$ cat src/rtl/spi_host_seq_if.sv
// Command, tx and rx stream signals between the CSR/FIFO layer and spi_host_seq.
// slave is the sequencer side; master is the producer/consumer side.
interface spi_host_seq_if #(
    parameter int LenW = 8
);
    logic            cmd_valid_i;
    logic            cmd_ready_o;
    logic [LenW-1:0] cmd_len_i;
    logic            cmd_keep_cs_i;
    logic            tx_valid_i;
    logic            tx_ready_o;
    logic [7:0]      tx_data_i;
    logic            rx_valid_o;
    logic            rx_ready_i;
    logic [7:0]      rx_data_o;

    modport slave (
        input  cmd_valid_i, cmd_len_i, cmd_keep_cs_i, tx_valid_i, tx_data_i, rx_ready_i,
        output cmd_ready_o, tx_ready_o, rx_valid_o, rx_data_o
    );

    modport master (
        output cmd_valid_i, cmd_len_i, cmd_keep_cs_i, tx_valid_i, tx_data_i, rx_ready_i,
        input  cmd_ready_o, tx_ready_o, rx_valid_o, rx_data_o
    );
endinterface

$ cat src/rtl/spi_host_seq.sv
// SPI host transfer sequencer: runs cmd segments of tx/rx bytes on sck/csb/mosi/miso.
// Optional debug outputs are enabled by defining SPI_HOST_SEQ_DBG_EN.
module spi_host_seq #(
    parameter int ClkDivW = 16,
    parameter int LenW    = 8
) (
    input  logic               clk_i,
    input  logic               rst_i,
    input  logic               cfg_cpol_i,
    input  logic               cfg_cpha_i,
    input  logic [ClkDivW-1:0] cfg_clkdiv_i,
    spi_host_seq_if.slave      bus,
    output logic               busy_o,
    output logic               sck_o,
    output logic               csb_o,
    output logic               mosi_o,
    input  logic               miso_i
`ifdef SPI_HOST_SEQ_DBG_EN
    ,
    output logic [7:0]         dbg_host_byte_o,
    output logic [3:0]         dbg_host_bit_o,
    output logic [31:0]        dbg_sck_pulses_o
`endif
);

    typedef enum logic [2:0] {
        IDLE,
        CS_SETUP,
        LOAD,
        SHIFT,
        CS_HOLD,
        CS_HOLD_KEEP
    } state_t;

    state_t r_state;
    state_t w_next;

    logic               r_cpol;
    logic               r_cpha;
    logic [ClkDivW-1:0] r_clkdiv;
    logic               r_keep;
    logic [LenW-1:0]    r_bytesLeft;
    logic [ClkDivW-1:0] r_hcnt;
    logic [4:0]         r_tog;
    logic [7:0]         r_txSh;
    logic [7:0]         r_rxSh;
    logic               r_sck;
    logic               r_mosi;
    logic               r_rxValid;
    logic [7:0]         r_rxData;

    logic w_cmdReady;
    logic w_cmdFire;
    logic w_txFire;
    logic w_halfDone;
    logic w_timed;
    logic w_toggle;
    logic w_leading;
    logic w_byteDone;

    assign w_cmdReady = ((r_state == IDLE) || (r_state == CS_HOLD_KEEP)) && !rst_i;
    assign w_cmdFire  = bus.cmd_valid_i && w_cmdReady;
    assign w_txFire   = (r_state == LOAD) && bus.tx_valid_i && !r_rxValid && !rst_i;
    assign w_halfDone = (r_hcnt == r_clkdiv);
    assign w_timed    = (r_state == CS_SETUP) || (r_state == SHIFT) || (r_state == CS_HOLD);
    // r_tog counts completed toggles; even r_tog means the next toggle is a leading edge
    assign w_toggle   = (r_state == SHIFT) && !r_tog[4] && w_halfDone;
    assign w_leading  = w_toggle && !r_tog[0];
    assign w_byteDone = (r_state == SHIFT) && (r_tog == 5'd16);

    assign bus.cmd_ready_o = w_cmdReady;
    assign bus.tx_ready_o  = w_txFire;
    assign bus.rx_valid_o  = r_rxValid;
    assign bus.rx_data_o   = r_rxData;
    assign busy_o          = (r_state != IDLE);
    assign csb_o           = (r_state == IDLE);
    assign sck_o           = r_sck;
    assign mosi_o          = r_mosi;

    always_ff @(posedge clk_i) begin
        if (rst_i) begin
            r_state <= IDLE;
        end else begin
            r_state <= w_next;
        end
    end

    always_comb begin
        w_next = r_state;
        case (r_state)
            IDLE:         if (w_cmdFire) w_next = CS_SETUP;
            CS_SETUP:     if (w_halfDone) w_next = LOAD;
            LOAD:         if (w_txFire) w_next = SHIFT;
            SHIFT: begin
                if (w_byteDone) begin
                    if (r_bytesLeft != '0) begin
                        w_next = LOAD;
                    end else if (r_keep) begin
                        w_next = CS_HOLD_KEEP;
                    end else begin
                        w_next = CS_HOLD;
                    end
                end
            end
            CS_HOLD:      if (w_halfDone) w_next = IDLE;
            CS_HOLD_KEEP: if (w_cmdFire) w_next = LOAD;
            default:      w_next = IDLE;
        endcase
    end

    always_ff @(posedge clk_i) begin
        if (rst_i) begin
            r_cpol      <= 1'b0;
            r_cpha      <= 1'b0;
            r_clkdiv    <= '0;
            r_keep      <= 1'b0;
            r_bytesLeft <= '0;
            r_hcnt      <= '0;
            r_tog       <= '0;
            r_txSh      <= '0;
            r_rxSh      <= '0;
            r_sck       <= 1'b0;
            r_mosi      <= 1'b0;
            r_rxValid   <= 1'b0;
            r_rxData    <= '0;
        end else begin
            // Half-period timer restarts on every state change and every SCK toggle
            if (w_timed && (w_next == r_state) && !w_toggle) begin
                r_hcnt <= r_hcnt + ClkDivW'(1);
            end else begin
                r_hcnt <= '0;
            end

            if (r_state == IDLE) begin
                r_sck <= w_cmdFire ? cfg_cpol_i : r_cpol;
                if (w_cmdFire) begin
                    r_cpol   <= cfg_cpol_i;
                    r_cpha   <= cfg_cpha_i;
                    r_clkdiv <= cfg_clkdiv_i;
                end
            end

            if (w_cmdFire) begin
                r_bytesLeft <= bus.cmd_len_i;
                r_keep      <= bus.cmd_keep_cs_i;
            end

            if (w_txFire) begin
                r_txSh <= bus.tx_data_i;
                r_tog  <= '0;
                if (!r_cpha) begin
                    r_mosi <= bus.tx_data_i[7];
                end
            end

            // CPHA=0 samples on leading edges, CPHA=1 on trailing; mosi moves on the other edge
            if (w_toggle) begin
                r_sck <= ~r_sck;
                r_tog <= r_tog + 5'd1;
                if (w_leading) begin
                    if (r_cpha) begin
                        r_mosi <= r_txSh[7];
                        r_txSh <= {r_txSh[6:0], 1'b0};
                    end else begin
                        r_rxSh <= {r_rxSh[6:0], miso_i};
                    end
                end else begin
                    if (r_cpha) begin
                        r_rxSh <= {r_rxSh[6:0], miso_i};
                    end else if (r_tog != 5'd15) begin
                        r_mosi <= r_txSh[6];
                        r_txSh <= {r_txSh[6:0], 1'b0};
                    end
                end
            end

            if (w_byteDone) begin
                r_rxData  <= r_rxSh;
                r_rxValid <= 1'b1;
                if (r_bytesLeft != '0) begin
                    r_bytesLeft <= r_bytesLeft - LenW'(1);
                end
            end else if (r_rxValid && bus.rx_ready_i) begin
                r_rxValid <= 1'b0;
            end
        end
    end

`ifdef SPI_HOST_SEQ_DBG_EN
    logic [7:0]  r_dbgByte;
    logic [3:0]  r_dbgBit;
    logic [31:0] r_dbgPulses;

    always_ff @(posedge clk_i) begin
        if (rst_i) begin
            r_dbgByte   <= '0;
            r_dbgBit    <= '0;
            r_dbgPulses <= '0;
        end else begin
            if (w_txFire) begin
                r_dbgByte <= bus.tx_data_i;
                r_dbgBit  <= 4'd7;
            end else if (w_toggle && !w_leading && (r_dbgBit != 4'd0)) begin
                r_dbgBit <= r_dbgBit - 4'd1;
            end
            if (w_leading) begin
                r_dbgPulses <= r_dbgPulses + 32'd1;
            end
        end
    end

    assign dbg_host_byte_o  = r_dbgByte;
    assign dbg_host_bit_o   = r_dbgBit;
    assign dbg_sck_pulses_o = r_dbgPulses;
`endif

endmodule

$ cat src/flat_wrapper.sv
// flat-port wrapper written by rule: the top's interface ports become plain ports
module spi_host_seq_flat 
#(
    parameter int ClkDivW = 16,
    parameter int LenW    = 8
)
  (clk_i, rst_i, cfg_cpol_i, cfg_cpha_i, cfg_clkdiv_i, busy_o, sck_o, csb_o, mosi_o, miso_i, bus_cmd_valid_i, bus_cmd_len_i, bus_cmd_keep_cs_i, bus_tx_valid_i, bus_tx_data_i, bus_rx_ready_i, bus_cmd_ready_o, bus_tx_ready_o, bus_rx_valid_o, bus_rx_data_o);
  spi_host_seq_if #(.LenW(LenW)) bus_i ();
  input  logic clk_i;
  input  logic rst_i;
  input  logic cfg_cpol_i;
  input  logic cfg_cpha_i;
  input  logic [ClkDivW-1:0] cfg_clkdiv_i;
  output logic busy_o;
  output logic sck_o;
  output logic csb_o;
  output logic mosi_o;
  input  logic miso_i;
  input wire logic [$bits(bus_i.cmd_valid_i)-1:0] bus_cmd_valid_i;
  input wire logic [$bits(bus_i.cmd_len_i)-1:0] bus_cmd_len_i;
  input wire logic [$bits(bus_i.cmd_keep_cs_i)-1:0] bus_cmd_keep_cs_i;
  input wire logic [$bits(bus_i.tx_valid_i)-1:0] bus_tx_valid_i;
  input wire logic [$bits(bus_i.tx_data_i)-1:0] bus_tx_data_i;
  input wire logic [$bits(bus_i.rx_ready_i)-1:0] bus_rx_ready_i;
  output wire logic [$bits(bus_i.cmd_ready_o)-1:0] bus_cmd_ready_o;
  output wire logic [$bits(bus_i.tx_ready_o)-1:0] bus_tx_ready_o;
  output wire logic [$bits(bus_i.rx_valid_o)-1:0] bus_rx_valid_o;
  output wire logic [$bits(bus_i.rx_data_o)-1:0] bus_rx_data_o;
  assign bus_i.cmd_valid_i = bus_cmd_valid_i;
  assign bus_i.cmd_len_i = bus_cmd_len_i;
  assign bus_i.cmd_keep_cs_i = bus_cmd_keep_cs_i;
  assign bus_i.tx_valid_i = bus_tx_valid_i;
  assign bus_i.tx_data_i = bus_tx_data_i;
  assign bus_i.rx_ready_i = bus_rx_ready_i;
  assign bus_cmd_ready_o = bus_i.cmd_ready_o;
  assign bus_tx_ready_o = bus_i.tx_ready_o;
  assign bus_rx_valid_o = bus_i.rx_valid_o;
  assign bus_rx_data_o = bus_i.rx_data_o;
  spi_host_seq #(.ClkDivW(ClkDivW), .LenW(LenW)) u_core (.clk_i(clk_i), .rst_i(rst_i), .cfg_cpol_i(cfg_cpol_i), .cfg_cpha_i(cfg_cpha_i), .cfg_clkdiv_i(cfg_clkdiv_i), .bus(bus_i), .busy_o(busy_o), .sck_o(sck_o), .csb_o(csb_o), .mosi_o(mosi_o), .miso_i(miso_i));
endmodule
$ cat config.mk
export PLATFORM = sky130hd
export DESIGN_NAME = spi_host_seq_flat
export DESIGN_NICKNAME = d
export VERILOG_FILES = /design/src/rtl/spi_host_seq_if.sv /design/src/rtl/spi_host_seq.sv /design/src/flat_wrapper.sv
export SDC_FILE = /design/constraint.sdc
export NUM_CORES = 1
export LEC_CHECK = 0
export BUFFER_PORTS_ARGS = -buffer_cell sky130_fd_sc_hd__buf_2
export CORE_ASPECT_RATIO = 1.25
export CORE_UTILIZATION = 50
export DETAILED_ROUTE_END_ITERATION = 10
export PLACE_DENSITY = 0.71
export RECOVER_POWER = 25
export SYNTH_ARGS = -nofsm -noshare
export SYNTH_HDL_FRONTEND = slang
export SYNTH_SLANG_ARGS = --single-unit
$ cat constraint.sdc
create_clock -name clk_i -period 2.5 [get_ports clk_i]
set_input_delay 0.25 -clock clk_i [delete_from_list [all_inputs] [get_ports clk_i]]
set_output_delay 0.25 -clock clk_i [all_outputs]
set_load 0.02 [all_outputs]
==> results_dict.tcl <==
set metrics [dict create \
    status "complete, no violations" \
    nFillCells 695 \
    rows 35 \
    place_area_um2 4220 \
    ios 56 \
    synth_ff_type "dfxtp_1" \
    netlist_instances 458 \
    synth-edff-count 0 \
    syn_nets 504 \
    syn2layout_area_growth_pct 15.11 \
    reg2reg_from "u_core.r_hcnt[5]$_SDFF_PP0_" \
    powerDensity_nw_per_um2 751.9 \
    vdd_ir_drop_max_mv 0.4735 \
    crit_start "u_core.r_hcnt[5]$_SDFF_PP0_" \
    grt_pass1_wl_mm 14.61 \
    grt_max_degree 25 \
    start_kind "flop" \
    cts_resized 0 \
    drive_gt1_frac 0.1692 \
    antenna_cells 0 \
    vias_per_cell 5.565 \
    clock_skew_ps 8.840 \
    cts_setup_buffers 0 \
    drc 0 \
    syn_area_um2 3817 \
    cap_viol_max_count 0 \
    p_leak_nw 1.665 \
    fin_crit_sh 0.9219 \
    path_clk_slew_ps 80 \
    setup_violations 0 \
    routabilityCongestion 0.8727 \
    path_class "reg -> reg" \
    path_max_fanout 12 \
    cts_max_path_buffers 2 \
    clockRootBuffer "clkbuf_8" \
    ys_async_sr_fraction 0 \
    finalHoldViolCount 0 \
    netlist.top_cell.by_area "dfxtp_1" \
    totalWireLength_mm 8.836 \
    synth_warnings 0 \
    critPathBufInv 0 \
    relSlewSlack 0.5472 \
    worstSkewPairLatency_ps 360 \
    num_vias 3406 \
    drt_first_pass_iters 4 \
    required_ps 2760 \
    cts_made_buffers 9 \
    drt-initial-drc-count 150 \
    reg2reg_to "u_core.r_txSh[4]$_SDFF_PP0_" \
    hpwl_mm 6.326 \
    worstPathArrival_ps 2570 \
    worst_slew_pin_slew_ps 679.2 \
    stdcell_area_um2 4394 \
    fin_crit_ps 2305 \
    reg2regPathDepth 5 \
    first_global_vias 3266 \
    netlist_top_cells_area "dfxtp_1 (41%), nand2_1 (9.1%), xor2_1 (6.7%)" \
    holdBufCountCts 0 \
    synth_top_cell_area_share 0.4090 \
    start_util 0.5158 \
    clock_sinks 78 \
    rsz0062_at_grt "no" \
    die_width_um 80.15 \
    dieArea_um2 7990 \
    cpMaxStageDelayCell "or3_1" \
    fin_tns_setup_ps 0 \
    seq_area_um2 1562 \
    wl_per_cell_um 14.44 \
    layout.nets 562 \
    ys_seq_area_frac 0.4090 \
    max_stage_delay_ps 630 \
    cts_tree "built" \
    h-tree-depth 3 \
    port-buffer-count 55 \
    reg2reg_slack_ps 200 \
    core_area_um2 7401 \
    ant_nets 0 \
    gr-usage-all-layers 0.2368 \
    endpoint "u_core.r_txSh[4]$_SDFF_PP0_" \
    multi_input_comb_area_um2 2063 \
    die_h_um 99.69 \
    antenna_found_initial 0 \
    fmax_ghz 0.4339 \
    path_cells "xor2_1, nor4_2, nand4_2, or3_1, a311oi_1" \
    synth-seq-cells 78 \
    crit_cells 5 \
    synth_cell_types 53 \
    p_total_w 0.003304 \
    maxSlewViolCount 0 \
    cp-end-kind "flop" \
    final_core_util 0.5937 \
    gr-total-overflow 0 \
    hold_path.class "in -> reg" \
    cp_top_family "simple AND/OR/NAND/NOR gates" \
    synth_area_per_cell_um2 8.335 \
]
-- sequential cells by signal, indices dropped and copies added (netlist names) --
| register | cells |
|---|---|
| u_core.mosi_o | 1 |
| u_core.bus.rx_data_o | 8 |
| u_core.r_cpha | 1 |
| u_core.r_state | 3 |
| u_core.r_hcnt | 16 |
| u_core.r_cpol | 1 |
| u_core.r_clkdiv | 16 |
| u_core.r_txSh | 8 |
| u_core.sck_o | 1 |
| u_core.r_rxSh | 8 |
| u_core.bus.rx_valid_o | 1 |
| u_core.r_bytesLeft | 8 |
| u_core.r_keep | 1 |
| u_core.r_tog | 5 |
-- kinds of logic after synthesis --
group	Yosys count	synth area share
AO/OA/AOI/OAI	88	0.1514
XOR/XNOR	33	0.07571
adder cells (fa/ha/maj)	5	0.01639
buffers and inverters	43	0.04883
flip-flops	78	0.4090
multiplexers	11	0.02950
AND/OR/NAND/NOR	200	0.2691
-- power by group --
group | internal [W] | leakage (nW) | switching (W) | total [W]
Combinational | 0.000347 | 0.939 | 0.000582 | 0.000929
Clock | 0.000485 | 0.0948 | 0.000475 | 0.000960
Sequential | 0.00132 | 0.631 | 0.0000896 | 0.00141
-- metrics by stage --
| step | worst slack [ps] | hold slack [ps] | cells |
|---|---|---|---|
| after global routing | 19.04 | 107.3 | 612 |
| after global placement | 300.2 | 442.0 | 597 |
| after CTS | 188.5 | 96.40 | 612 |
| after floorplan | 579.9 | 358.5 | 458 |
| final | 195.1 | 103.0 | 612 |
| after detailed placement | 216.9 | 446.5 | 597 |
-- cell usage after synthesis, types with 4 or more instances --
master     n
o211ai_1   7
nand3_1   11
xor2_1    29
a211oi_1   4
o21ai_0    8
nor3_1    23
ha_1       5
or3_1      8
dfxtp_1   78
nand2b_1   4
clkbuf_1  17
a311oi_1  11
and3_1     5
a21oi_1   43
nand2_1   93
nor4_1     8
xnor2_1    4
buf_2      5
nor2_1    16
nand4_1    4
nor4_2     4
a31oi_1    5
nor2b_1    4
mux2i_1    9
inv_1     17
-- layer usage --
layer	vias up	routed length (µm)	part of all wire	GRT usage
li1	1727	-	-	-
met1	1579	3795	0.43	0.2751
met2	76	4406	0.50	0.4043
met3	24	333	0.038	0.05046
met4	0	299	0.034	0.1223
met5	-	0	0	0
-- cells in the final DEF (no fill, tap or decap), types with 16 or more instances in the layout --
cell type  instances
buf_4             17
dfxtp_1           78
nor2_1            16
buf_2             44
xor2_1            29
nor3_1            23
a21oi_1           43
nand2_1           93
inv_1             17
-- area by class of cell --
class	instances	area share
multi-input combinational	337	0.4695
sequential	78	0.3554
timing repair buffer	73	0.08969
clock buffer	10	0.03132
tap	92	0.02620
inverter	17	0.01452
clock inverter	5	0.01338
-- worst register-to-register path, cell delays in order, from the launching register on --
cell	delay, ps
dfxtp_1	430
xor2_1	110
nor4_2	350
nand4_2	430
or3_1	640
a311oi_1	260
-- worst min path at each step --
stage                                               from                                    to  slack (ps)  depth (start not counted)
floorplan                              bus_cmd_keep_cs_i            u_core.r_keep$_SDFFE_PP0N_         360                          2
global placement              u_core.r_cpol$_SDFFE_PP0P_            u_core.r_cpol$_SDFFE_PP0P_         440                          2
detailed placement  u_core.bus.rx_data_o[1]$_SDFFE_PP0N_  u_core.bus.rx_data_o[1]$_SDFFE_PP0N_         450                          2
CTS                                    bus_cmd_keep_cs_i            u_core.r_keep$_SDFFE_PP0N_         100                          3
global route                           bus_cmd_keep_cs_i            u_core.r_keep$_SDFFE_PP0N_         110                          3
finish                                 bus_cmd_keep_cs_i            u_core.r_keep$_SDFFE_PP0N_         100                          3
(Power assumes the default switching activity.)
